`config.mk`:
```
export PLATFORM = sky130hd
export DESIGN_NAME = wb_stage
export DESIGN_NICKNAME = d
export VERILOG_FILES = /design/src/rtl/wb_stage.sv
export SDC_FILE = /design/constraint.sdc
export NUM_CORES = 1
export LEC_CHECK = 0
export CORE_MARGIN = 2
export CORE_UTILIZATION = 41
export CTS_CLUSTER_DIAMETER = 150
export CTS_CLUSTER_SIZE = 28
export DETAILED_ROUTE_END_ITERATION = 12
export GPL_TIMING_DRIVEN = 0
export PLACE_DENSITY = 0.73
export SLEW_MARGIN = 0
export SYNTH_ARGS = -nofsm -noshare
export SYNTH_HDL_FRONTEND = slang
export SYNTH_SLANG_ARGS = --single-unit
```
`constraint.sdc`:
```
create_clock -name clk -period 2.4 [get_ports clk]
set_input_delay 0.24 -clock clk [delete_from_list [all_inputs] [get_ports clk]]
set_output_delay 0.24 -clock clk [all_outputs]
set_load 0.05 [all_outputs]
```
`src/rtl/wb_stage.sv`:
```
// DLX writeback stage: drives the register-file write port from
// retiring ALU results and completed (byte/half/word) loads.
module wb_stage #(
    parameter int TIMEOUT = 16,
    parameter int CNT_W   = 32
) (
    input  logic             clk,
    input  logic             reset,
    input  logic             mem_valid,
    input  logic             mem_wen,
    input  logic             mem_is_load,
    input  logic [2:0]       mem_load_type,
    input  logic [1:0]       mem_addr_lo,
    input  logic [4:0]       mem_rd,
    input  logic [31:0]      mem_alu_res,
    input  logic             dmem_rvalid,
    input  logic [31:0]      dmem_rdata,
    output logic             stall,
    output logic [4:0]       Rd,
    output logic [31:0]      reg_s,
    output logic             reg_s_enable,
    output logic             proto_err,
    output logic [CNT_W-1:0] retired
);

    localparam logic [0:0] IDLE      = 1'b0;
    localparam logic [0:0] WAIT_LOAD = 1'b1;

    localparam logic [2:0] LT_B  = 3'b000;
    localparam logic [2:0] LT_H  = 3'b001;
    localparam logic [2:0] LT_W  = 3'b010;
    localparam logic [2:0] LT_BU = 3'b100;
    localparam logic [2:0] LT_HU = 3'b101;

    localparam int TW = $clog2(TIMEOUT + 1);
    localparam logic [TW-1:0] CNT_LAST = TW'(TIMEOUT - 1);

    logic [0:0]    state;
    logic [TW-1:0] cnt;
    logic [4:0]    ld_rd;
    logic          ld_wen;
    logic [2:0]    ld_type;
    logic [1:0]    ld_lo;

    logic          load_ok;
    logic [7:0]    byte_v;
    logic [15:0]   half_v;
    logic [31:0]   ext_v;

    assign stall = (state == WAIT_LOAD);

    always_comb begin
        load_ok = 1'b0;
        unique case (mem_load_type)
            LT_B, LT_BU: load_ok = 1'b1;
            LT_H, LT_HU: load_ok = ~mem_addr_lo[0];
            LT_W:        load_ok = (mem_addr_lo == 2'b00);
            default:     load_ok = 1'b0;
        endcase
    end

    // Big-endian: byte 0 lives in the most significant lane.
    always_comb begin
        byte_v = dmem_rdata[31:24];
        unique case (ld_lo)
            2'd0: byte_v = dmem_rdata[31:24];
            2'd1: byte_v = dmem_rdata[23:16];
            2'd2: byte_v = dmem_rdata[15:8];
            2'd3: byte_v = dmem_rdata[7:0];
            default: byte_v = dmem_rdata[31:24];
        endcase
        half_v = ld_lo[1] ? dmem_rdata[15:0]
                          : dmem_rdata[31:16];
    end

    always_comb begin
        ext_v = dmem_rdata;
        unique case (ld_type)
            LT_B:    ext_v = {{24{byte_v[7]}}, byte_v};
            LT_BU:   ext_v = {24'b0, byte_v};
            LT_H:    ext_v = {{16{half_v[15]}}, half_v};
            LT_HU:   ext_v = {16'b0, half_v};
            default: ext_v = dmem_rdata;
        endcase
    end

    always_ff @(posedge clk) begin
        if (reset) begin
            state        <= IDLE;
            cnt          <= '0;
            ld_rd        <= '0;
            ld_wen       <= 1'b0;
            ld_type      <= '0;
            ld_lo        <= '0;
            Rd           <= '0;
            reg_s        <= '0;
            reg_s_enable <= 1'b0;
            proto_err    <= 1'b0;
            retired      <= '0;
        end else begin
            reg_s_enable <= 1'b0;
            unique case (state)
                IDLE: begin
                    if (mem_valid) begin
                        retired <= retired + CNT_W'(1);
                        if (!mem_is_load) begin
                            if (mem_wen && mem_rd != 5'd0) begin
                                reg_s_enable <= 1'b1;
                                Rd           <= mem_rd;
                                reg_s        <= mem_alu_res;
                            end
                        end else if (load_ok) begin
                            state   <= WAIT_LOAD;
                            cnt     <= '0;
                            ld_rd   <= mem_rd;
                            ld_wen  <= mem_wen;
                            ld_type <= mem_load_type;
                            ld_lo   <= mem_addr_lo;
                        end else begin
                            proto_err <= 1'b1;
                        end
                    end
                end
                WAIT_LOAD: begin
                    // A response in the last allowed cycle beats the timeout.
                    if (dmem_rvalid) begin
                        state <= IDLE;
                        if (ld_wen && ld_rd != 5'd0) begin
                            reg_s_enable <= 1'b1;
                            Rd           <= ld_rd;
                            reg_s        <= ext_v;
                        end
                    end else if (cnt == CNT_LAST) begin
                        state     <= IDLE;
                        proto_err <= 1'b1;
                    end else begin
                        cnt <= cnt + TW'(1);
                    end
                end
                default: state <= IDLE;
            endcase
        end
    end

endmodule

```
==> reports/qor.csv, run 1 <==
stage,metric,value,unit
status,status,"finished, final reports clean",
sta,fmax,481,MHz
synthesis,synth_cells,542,
sta,clock_skew,0.00828,ns
pwr,power_switching,0.000963,W
clocking,cts-root-buf,clkbuf_8,
critical_path,crit_required,2.67,ns
min_path,holdPathEnd,retired[26],
die,coreArea,10700,sq um
die,die_area,11800,sq um
critical_path,cp_max_fo,10,
global_routing,grt_usage,24.2,%
clocking,post_cts_resized,0,
synthesis,async_flop_share,0,%
clocking,hold_buffers,0,
synthesis,synth_top_family_by_area,simple AND/OR/NAND/NOR gates,
clocking,cts_buffers,9,
global_routing,grt_overflow,0,
pwr,power_frac_seq,46.7,%
synthesis,synth_area,4480,sq um
drt,wire_per_inst,16.8,microns
critical_path,arrival,2.35,ns
synthesis,synth_compound_area_share,20.9,%
drt,first_pass_iters,4,
critical_path,slowest_delay,0.45,ns
synthesis,synth_cell_type_count,54,
global_routing,antenna_found_initial,0,
critical_path,ff2ff_path_depth,6,
die,fp.dieH,109,microns
synthesis,synth-seq-cells,88,
synthesis,avgSynthCellArea,8.26,sq um
placement,dp.final_hpwl,10.9,mm
drt,drt_iter0_drc,292,
min_path,hold_depth,3,
synthesis,synth_edf_count,0,
critical_path,critPathSlowestCell,clkbuf_1,
sta,tightest_slew,0.636,ns
clocking,clk_latency,0.36,ns
synthesis,synthAdderAreaFrac,0.838,%
min_path,hp-start,reset,
die,fp.dieW,109,microns
critical_path,cp_cell_sequence,and4bb_2 -> o21ai_4 -> a22oi_2 -> clkbuf_1 -> nor2_1 -> a311oi_1,
drt,drc,0,
sta,period_share,86.6,%
synthesis,yosysTopAreaCellShare,39.3,%
die,core.rowCount,38,
synthesis,synth_mux_area_share,7.09,%
clocking,numClockSinks,88,
die,io_pins,152,
critical_path,start_kind,flop,
sta,finalHoldViolations,0,
clocking,max-clock-path-buffers,2,
synthesis,synthTopCellsByArea,"dfxtp_1 (39%), a21oi_1 (6.6%), nor2_1 (6.0%), mux2i_1 (5.6%), nand2_1 (5.4%)",
placement,io_buffers,150,
die,start_util,41.7,%
drt,routed_via_density,5.50,
clocking,post_cts.repair.setup_buffers,0,
layout,drive_gt1_share,8.47,%
critical_path,rr_endpoint,reg_s[5],
sta,fin_crit,2.08,ns
synthesis,seq_area_frac_synth,39.3,%
layout,nNetsFinal,786,
placement,gp_congestion,0.915,
global_routing,grt_pass1_vias,4482,
pwr,leakage,2.26,nW
sta,rsz0062_at_grt,no,
drt,drtAntennaViolNets,0,
critical_path,critPathCaptureType,flop,
drt,vias,4668,
synthesis,yosys_warnings,0,
global_routing,grt_max_degree,16,
critical_path,startpoint,stall,
synthesis,synth.most_common_cell,dfxtp_1,
synthesis,synth_nets,625,
critical_path,crit_type,flop to flop,
sta,setup_violations,0,
layout,syn_to_final_growth,42.2,%
pwr,p_clk_share,33.8,%
clocking,path_clk_slew,0.09,ns
synthesis,synth_top_cells_by_count,"dfxtp_1 (88), nor2_1 (72), nand2_1 (65)",
placement,postPlaceCellArea,6160,sq um
pwr,swShare,29.3,%
synthesis,synth-simple-area-share,22.7,%
run,drv_cap,0,
clocking,cts_tree,done,
clocking,ctsHtreeMaxLevel,3,
pwr,intPower,0.00233,W
min_path,min_path_type,primary input to flop,
pwr,power,0.00329,W
global_routing,grt_pass1_wl,22.2,mm
pwr,power_per_cell_area,516,nW/um^2
sta,drv_slew,0,
layout,diodes,0,
pwr,comb_power_share,19.5,%
synthesis,synth_top_cell_by_area,dfxtp_1,
synthesis,synth-xor-area-share,4.30,%
critical_path,r2r-start,stall,
layout,final_area,6370,sq um
sta,relSlewSlack,57.6,%
sta,hold_ws,0.369,ns
drt,totalWireLength,14.2,mm
synthesis,synth_ff_type,dfxtp_1,
critical_path,rrSetupSlack,0.32,ns
pwr,ir_drop,0.282,mV
how the worst max path moves through the flow:
stage	cells past startpoint	end	slack, ns
4_1_cts	6	reg_s[12]	0.33
3_5_place_dp	7	reg_s[12]	-0.02
2_1_floorplan	6	retired[31]	0.26
6_report	6	reg_s[5]	0.32
3_3_place_gp	7	reg_s[7]	0.01
5_1_grt	4	reg_s[9]	0.14
stage by stage:
| stage | util (%) | setup TNS, ns | std cells | worst slack, ns |
|---|---|---|---|---|
| floorplan | - | 0 | 542 | 0.262 |
| global placement | 57.3 | 0 | 832 | 0.0117 |
| detailed placement | 57.3 | -0.0669 | 832 | -0.0214 |
| CTS | 59.3 | 0 | 848 | 0.331 |
| global route | 59.3 | 0 | 848 | 0.141 |
| finish | 59.3 | 0 | 848 | 0.322 |
routing by layer:
| layer | vias to the layer above | GRT usage (%) | routed length [microns] |
|---|---|---|---|
| met4 | 0 | 8.06 | 235 |
| met3 | 20 | 4.82 | 1220 |
| met2 | 198 | 39.3 | 6570 |
| li1 | 2259 | - | - |
| met5 | - | 0 | 0 |
| met1 | 2191 | 32.0 | 6200 |
power groups by stage:
stage,Combinational [W],Sequential (W),Clock [W]
2_1_floorplan,0.000210,0.00170,0
3_3_place_gp,0.000630,0.00157,0
3_5_place_dp,0.000637,0.00157,0
5_1_grt,0.000683,0.00154,0.00118
4_1_cts,0.000640,0.00154,0.00112
6_report,0.000642,0.00154,0.00111
sequential cells by signal (all words and copies together) (netlist names):
signal / count
ld_type: 3
proto_err: 1
Rd: 5
cnt: 5
ld_rd: 5
ld_lo: 2
stall: 1
ld_wen: 1
reg_s_enable: 1
reg_s: 32
retired: 32
worst max-delay path: cells and delay by family, from the launching register on:
family / cells / cell delay (ns)
and+or+nand+nor: 2 / 0.46
DFF: 1 / 0.39
AOI/OAI and AO/OA: 3 / 0.67
buffers and inverters: 1 / 0.45
placed cells by master, fill, tap and decap left out, types with 7 or more instances in the layout:
cell type and instances:
clkbuf_8 11, clkdlybuf4s50_1 150, nor2_1 72, nand3_1 13, a211oi_1 7, a31o_2 18
inv_1 8, nand2_1 65, a311oi_1 13, mux2i_1 25, clkbuf_1 24, o21ai_0 16
xnor2_1 7, nand2b_1 9, o221ai_1 8, xor2_1 15, and3_1 10, a21oi_1 59
dfxtp_1 88
kinds of logic after synthesis:
group,count (synthesis)
adder cells (fa/ha/maj),3
AND/OR/NAND/NOR,210
XOR/XNOR,22
buffers and inverters,47
AO/OA/AOI/OAI,142
flip-flops,88
multiplexers,30
layout make-up:
class	count	area (sq um)
fill	1012	4380
multi-input combinational	407	2500
sequential	88	1760
timing repair buffer	150	1500
buffer	38	180
tap	140	175
clock buffer	11	151
clock inverter	5	62.6
inverter	9	33.8
Power figures use the tool's default switching activity.
==> run 2, diff against run 1 <==
Settings changed: ABC_AREA set to 1, PLACE_DENSITY 0.73 to 0.7, SLEW_MARGIN 0 to 20.
==> run 2 against run 1 <==
  * Final cell count rose by 45%
  * Cell area rose by 16%
  * Global-route usage rose by 1.9 points
  * Critical path type is now flop to primary output
  * Clock skew fell by 0.0012 ns
  * Synthesized cell count grew 65%
  * Sequential cell count is the same
  * Count of clock-buffer cells in the layout shrank 1
==> reports/qor.csv, run 2 <==
stage,metric,value,unit,change
status,status,"finished, final reports clean",,
pwr,ir_drop,0.402,mV,+42%
critical_path,critPathCaptureType,primary output,,
critical_path,start_kind,flop,,
layout,reg_top3,"reg_s x32, retired x32",,
synthesis,synth_top_family_by_area,simple AND/OR/NAND/NOR gates,,
synthesis,yosysTopAreaCellShare,33.1,%,-6.2 points
placement,postPlaceCellArea,7050,sq um,+15%
synthesis,synth_cells,893,,+65%
layout,layout_commonest_cell,nand2_1,,
synthesis,synth.most_common_cell,nand2_1,,
clocking,cts_tree,done,,
global_routing,grt_usage,26.1,%,+1.9 points
die,die_area,13900,sq um,+18%
synthesis,synthAdderAreaFrac,0.705,%,-0.13 points
critical_path,cp_cell_sequence,clkdlybuf4s50_1,,
synthesis,synth_mux_area_share,0,%,-7.1 points
pwr,leakage,3.07,nW,+36%
synthesis,seq_area_frac_synth,33.1,%,-6.2 points
sta,fin_crit,1.93,ns,-0.146 ns
clocking,hold_buffers,0,,unchanged
sta,setup_violations,0,,unchanged
sta,finalHoldViolations,0,,unchanged
critical_path,crit_family,buffers and inverters,,
layout,drive_gt1_share,7.36,%,-1.1 points
synthesis,synth-simple-area-share,38.1,%,+15 points
clocking,ctsHtreeMaxLevel,3,,unchanged
min_path,hold_depth,2,,-1
die,core.rowCount,41,,+7.9%
min_path,hp-start,proto_err,,
drt,drc,0,,unchanged
sta,fin_ws,0.467,ns,+0.146 ns
clocking,post_cts_resized,0,,unchanged
clocking,numClockSinks,88,,unchanged
sta,drv_slew,0,,unchanged
placement,dp.final_hpwl,14.1,mm,+29%
layout,final_area,7380,sq um,+16%
layout,nNetsFinal,1138,,+45%
drt,totalWireLength,18.1,mm,+27%
global_routing,grt_pass1_vias,5687,,+27%
critical_path,rr_endpoint,reg_s[28],,
placement,gp_congestion,0.969,,+5.9%
synthesis,synth_nets,976,,+56%
synthesis,synth_cell_type_count,34,,-37%
synthesis,synth_area,5320,sq um,+19%
critical_path,crit_required,2.16,ns,-0.51 ns
synthesis,synth_compound_area_share,16.5,%,-4.5 points
synthesis,synth-xor-area-share,0,%,-4.3 points
clocking,post_cts.repair.setup_buffers,0,,unchanged
synthesis,yosys_warnings,0,,unchanged
min_path,min_path_type,flop to flop,,
layout,mostFrequentLayoutCells,"nand2_1 (275), clkdlybuf4s50_1 (151), nor2_1 (116)",,
critical_path,critPathBufInv,1,,unchanged
drt,routed_via_density,4.93,,-10%
critical_path,rrSetupSlack,0.63,ns,+0.31 ns
sta,tns,0,ns,unchanged
drt,first_pass_iters,5,,+1
global_routing,grt_pass1_wl,29.0,mm,+31%
layout,nFillCells,1299,,+28%
layout,syn_to_final_growth,38.6,%,
pwr,power_per_cell_area,543,nW/um^2,+5.2%
critical_path,arrival,1.69,ns,-0.66 ns
sta,tightest_slew,0.626,ns,-0.0101 ns
min_path,holdPathEnd,proto_err,,
sta,rsz0062_at_grt,no,,
clocking,clk_latency,0.35,ns,about the same
placement,dp_slack,0.295,ns,+0.316 ns
sta,fmax,517,MHz,+7.5%
die,io_pins,152,,unchanged
critical_path,critPathSlowestCell,clkdlybuf4s50_1,,
synthesis,synth-seq-cells,88,,unchanged
synthesis,synthTopCellsByArea,"dfxtp_1 (33%), nand2_1 (19%), a21oi_1 (9.1%), nor2_1 (8.2%), inv_1 (7.5%)",,
clocking,cts_buffers,9,,unchanged
sta,relSlewSlack,58.3,%,+0.68 points
drt,vias,6074,,+30%
die,coreArea,12700,sq um,+18%
drt,wire_per_inst,14.7,microns,-12%
critical_path,ff2ff_path_depth,9,,+3
synthesis,synth_top_cells_by_count,"nand2_1 (275), nor2_1 (116), inv_1 (107)",,
synthesis,async_flop_share,0,%,unchanged
sta,period_share,80.5,%,-6.1 points
critical_path,r2r-start,stall,,
critical_path,slowest_delay,0.87,ns,+0.42 ns
die,fp.dieW,118,microns,+8.7%
synthesis,synth_ff_type,dfxtp_1,,
run,drv_cap,0,,unchanged
die,fp.dieH,118,microns,+8.7%
global_routing,grt_overflow,0,,unchanged
clocking,path_clk_slew,0.07,ns,-0.02 ns
drt,drtAntennaViolNets,0,,unchanged
synthesis,synth_edf_count,0,,unchanged
critical_path,cp_max_fo,6,,-4
clocking,cts-root-buf,clkbuf_16,,
sta,clock_skew,0.00704,ns,-0.00123 ns
drt,drt_iter0_drc,452,,+55%
placement,io_buffers,151,,+0.67%
global_routing,grt_max_degree,16,,unchanged
layout,diodes,0,,unchanged
synthesis,avgSynthCellArea,5.96,sq um,-28%
clocking,max-clock-path-buffers,2,,unchanged
die,start_util,42.0,%,+0.33 points
synthesis,synth_top_cell_by_area,dfxtp_1,,
global_routing,antenna_found_initial,0,,unchanged
critical_path,crit_type,flop to primary output,,
[run 2: cell types whose count changed in the layout (fill, tap and decap cells not counted), sizes merged, moves of 39 or more]
cell / previous run / this run
a21oi: 59 / 98
inv: 9 / 110
nand2: 65 / 278
nand3: 13 / 53
nor2: 72 / 125
o21ai: 19 / 61
[run 2: stage by stage]
stage	std cells	total power (W)	util (%)	hold slack, ns
2_1_floorplan	893	0.00210	-	0.309
3_3_place_gp	1216	0.00245	55.6	0.444
3_5_place_dp	1216	0.00245	55.6	0.449
4_1_cts	1232	0.00403	58.2	0.466
5_1_grt	1232	0.00416	58.2	0.487
6_report	1232	0.00401	58.2	0.459
[run 2: power by group]
group          internal (W)  leakage, nW  switching (W)
Combinational      0.000337         2.19       0.000531
Clock              0.000945        0.159       0.000636
Sequential          0.00152        0.716      0.0000357
[run 2: metal layers]
layer / global-route usage (%) / vias up / share of wire, %
met5: 0 / - / 0
met4: 9.04 / 0 / 2.1
met3: 5.47 / 26 / 7.3
met2: 41.1 / 209 / 44
met1: 35.3 / 2705 / 47
li1: - / 3134 / -
[run 2: worst max-delay path by stage]
stage                      from     endpoint  slack, ns  cells after the start
global route        retired[20]  retired[20]       0.43                      1
CTS                 retired[20]  retired[20]       0.46                      1
global placement      mem_valid        Rd[4]       0.29                      9
finish              retired[20]  retired[20]       0.47                      1
floorplan            retired[1]  retired[18]       0.62                      8
detailed placement    mem_valid        Rd[4]       0.29                      9
[run 2: layout make-up]
type	instances	area [sq um]	area share, %
plain buffers	40	208	2.81
clock buffers	10	239	3.24
clock inverters	6	90.1	1.22
inverters	109	409	5.54
multi-input cells	656	2950	39.9
flip-flops and latches	88	1760	23.9
well taps	172	215	2.92
repair buffers	151	1510	20.5
[run 2: worst min-delay path, cell delays in order, from the launching register on]
cell and delay, ns:
dfxtp_1 0.31, inv_1 0.05, a21oi_1 0.06
[run 2: cells by family after synthesis]
logic type	count (synthesis)
flip-flops	88
AND/OR/NAND/NOR	485
AO/OA/AOI/OAI	168
buffers and inverters	149
adder cells (fa/ha/maj)	3
==> run 3, diff against run 2 <==
Settings changed: PLACE_DENSITY 0.7 to 0.73.
Clock period 2.4 ns to 1.6 ns, I/O delays scaled along.
==> run 3 against run 2 <==
  * Wire length is 1.5% lower
  * Critical path depth unchanged
  * Cell area barely moved
  * First-iteration DRC count shrank 5.1%
  * Register-to-register slack got worse by 0.56 ns
  * Combinational power up 47%
  * Total power grew 39%
  * Sequential power grew 50%
  * Count of clock-buffer cells in the layout up 3
  * Largest cell class unchanged
  * Highest routed layer unchanged
==> reports/qor.csv, run 3 (synthesis results as in run 2) <==
stage,metric,value,unit,change
status,status,"finished, final reports clean",,
global_routing,antenna_found_initial,0,,unchanged
critical_path,rrSetupSlack,0.07,ns,-0.56 ns
sta,hold_ws,0.244,ns,-0.216 ns
critical_path,critPathBufInv,1,,unchanged
layout,post-route-util,58.3,%,about the same
layout,drive_gt1_share,10.5,%,+3.1 points
drt,routed_via_density,5.02,,+1.8%
sta,period_share,97.2,%,
critical_path,cp_cell_sequence,dlygate4sd2_1,,
sta,rsz0062_at_grt,yes,,
critical_path,start_kind,flop,,
die,core.rowCount,41,,unchanged
clocking,cts-root-buf,clkbuf_16,,
layout,diodes,0,,unchanged
run,drv_cap,0,,unchanged
sta,fin_crit,1.56,ns,
sta,tightest_slew,0.614,ns,-0.0116 ns
global_routing,grt_overflow,0,,unchanged
sta,relSlewSlack,59.0,%,+0.77 points
drt,first_pass_iters,5,,unchanged
critical_path,cp_max_fo,7,,+1
global_routing,grt_usage,25.7,%,-0.33 points
clocking,path_clk_slew,0.06,ns,about the same
clocking,cts_buffers,9,,unchanged
sta,setup_violations,0,,unchanged
critical_path,crit_type,flop to primary output,,
critical_path,rr_endpoint,cnt[4],,
critical_path,slowest_delay,0.57,ns,-0.30 ns
critical_path,critPathCaptureType,primary output,,
die,die_area,13900,sq um,unchanged
global_routing,grt_pass1_vias,5794,,+1.9%
pwr,leakage,3.42,nW,+12%
drt,drc,0,,unchanged
clocking,max-clock-path-buffers,2,,unchanged
sta,clock_skew,0.00480,ns,-0.00225 ns
drt,wire_per_inst,14.5,microns,-1.6%
drt,vias,6187,,+1.9%
clocking,numClockSinks,88,,unchanged
pwr,power_per_cell_area,754,nW/um^2,+39%
layout,mostFrequentLayoutCells,"nand2_1 (269), nor2_1 (109), inv_1 (107)",,
die,fp.dieW,118,microns,unchanged
clocking,cts_tree,done,,
die,start_util,42.0,%,unchanged
pwr,ir_drop,0.514,mV,+28%
min_path,holdPathEnd,retired[2],,
critical_path,crit_family,buffers and inverters,,
layout,final_cells,1233,,+0.081%
min_path,hp-start,mem_valid,,
layout,reg_top3,"reg_s x32, retired x32",,
clocking,ctsHtreeMaxLevel,3,,unchanged
critical_path,ff2ff_path_depth,10,,+1
placement,dp.final_hpwl,13.8,mm,-2.1%
placement,dpl.cell_count,1216,,unchanged
clocking,hold_buffers,0,,unchanged
die,fp.dieH,118,microns,unchanged
clocking,clk_latency,0.35,ns,about the same
critical_path,arrival,1.40,ns,-0.29 ns
pwr,power,0.00557,W,+39%
sta,finalHoldViolations,0,,unchanged
global_routing,grt_max_degree,14,,-2
drt,totalWireLength,17.8,mm,-1.5%
layout,syn_to_final_growth,38.7,%,about the same
layout,layout_commonest_cell,nand2_1,,
sta,fmax,643,MHz,
drt,drtAntennaViolNets,0,,unchanged
sta,drv_slew,0,,unchanged
die,coreArea,12700,sq um,unchanged
min_path,hold_depth,3,,+1
critical_path,critPathSlowestCell,dlygate4sd2_1,,
layout,nNetsFinal,1139,,+0.088%
placement,io_buffers,151,,unchanged
min_path,min_path_type,primary input to flop,,
die,io_pins,152,,unchanged
placement,gp_congestion,0.928,,-4.3%
drt,drt_iter0_drc,429,,-5.1%
global_routing,grt_pass1_wl,28.7,mm,-1.1%
critical_path,crit_required,1.44,ns,-0.72 ns
critical_path,r2r-start,cnt[0],,
-- run 3: layout make-up --
class	instances	area, sq um
Inverter	109	412
Fill cell	1314	5290
Clock inverter	3	18.8
Sequential cell	88	1780
Multi-Input combinational cell	656	3050
Tap cell	172	215
Clock buffer	13	240
Buffer	39	229
Timing Repair Buffer	153	1440
-- run 3: what timing repair did --
| action | CTS | global route |
|---|---|---|
| resized for setup | 77 | 53 |
| setup endpoints to repair | 78 | 65 |
| pin swaps | 1 | 1 |
| setup buffers | 0 | 2 |
-- run 3: power by group --
part | total, W | internal [W] | switching [W]
Sequential | 0.00234 | 0.00228 | 0.0000533
Clock | 0.00195 | 0.00105 | 0.000893
Combinational | 0.00128 | 0.000477 | 0.000807
-- run 3: per-layer routing --
metal	vias up	routed length, microns	part of all wire, %	track usage (%)
li1	3138	-	-	-
met1	2766	8090	45	33.1
met2	251	7940	45	42.0
met3	32	1320	7.4	5.23
met4	0	468	2.6	10.7
met5	-	0	0	0
-- run 3: worst max-delay path by stage --
stage / depth (start not counted) / start / endpoint
6_report: 1 / retired[26] / retired[26]
5_1_grt: 9 / ld_lo[1] / reg_s[25]
4_1_cts: 10 / cnt[0] / cnt[4]
3_5_place_dp: 9 / mem_valid / reg_s[16]
3_3_place_gp: 9 / mem_valid / reg_s[16]
2_1_floorplan: 7 / retired[6] / retired[13]
-- run 3: stage by stage --
step | setup slack [ns] | area (sq um) | TNS, ns
2_1_floorplan | 0.000506 | 5340 | 0
3_3_place_gp | -0.319 | 7070 | -14.46
3_5_place_dp | -0.325 | 7070 | -15.11
4_1_cts | 0.00522 | 7250 | 0
5_1_grt | -0.0602 | 7380 | -0.370
6_report | 0.0447 | 7380 | 0
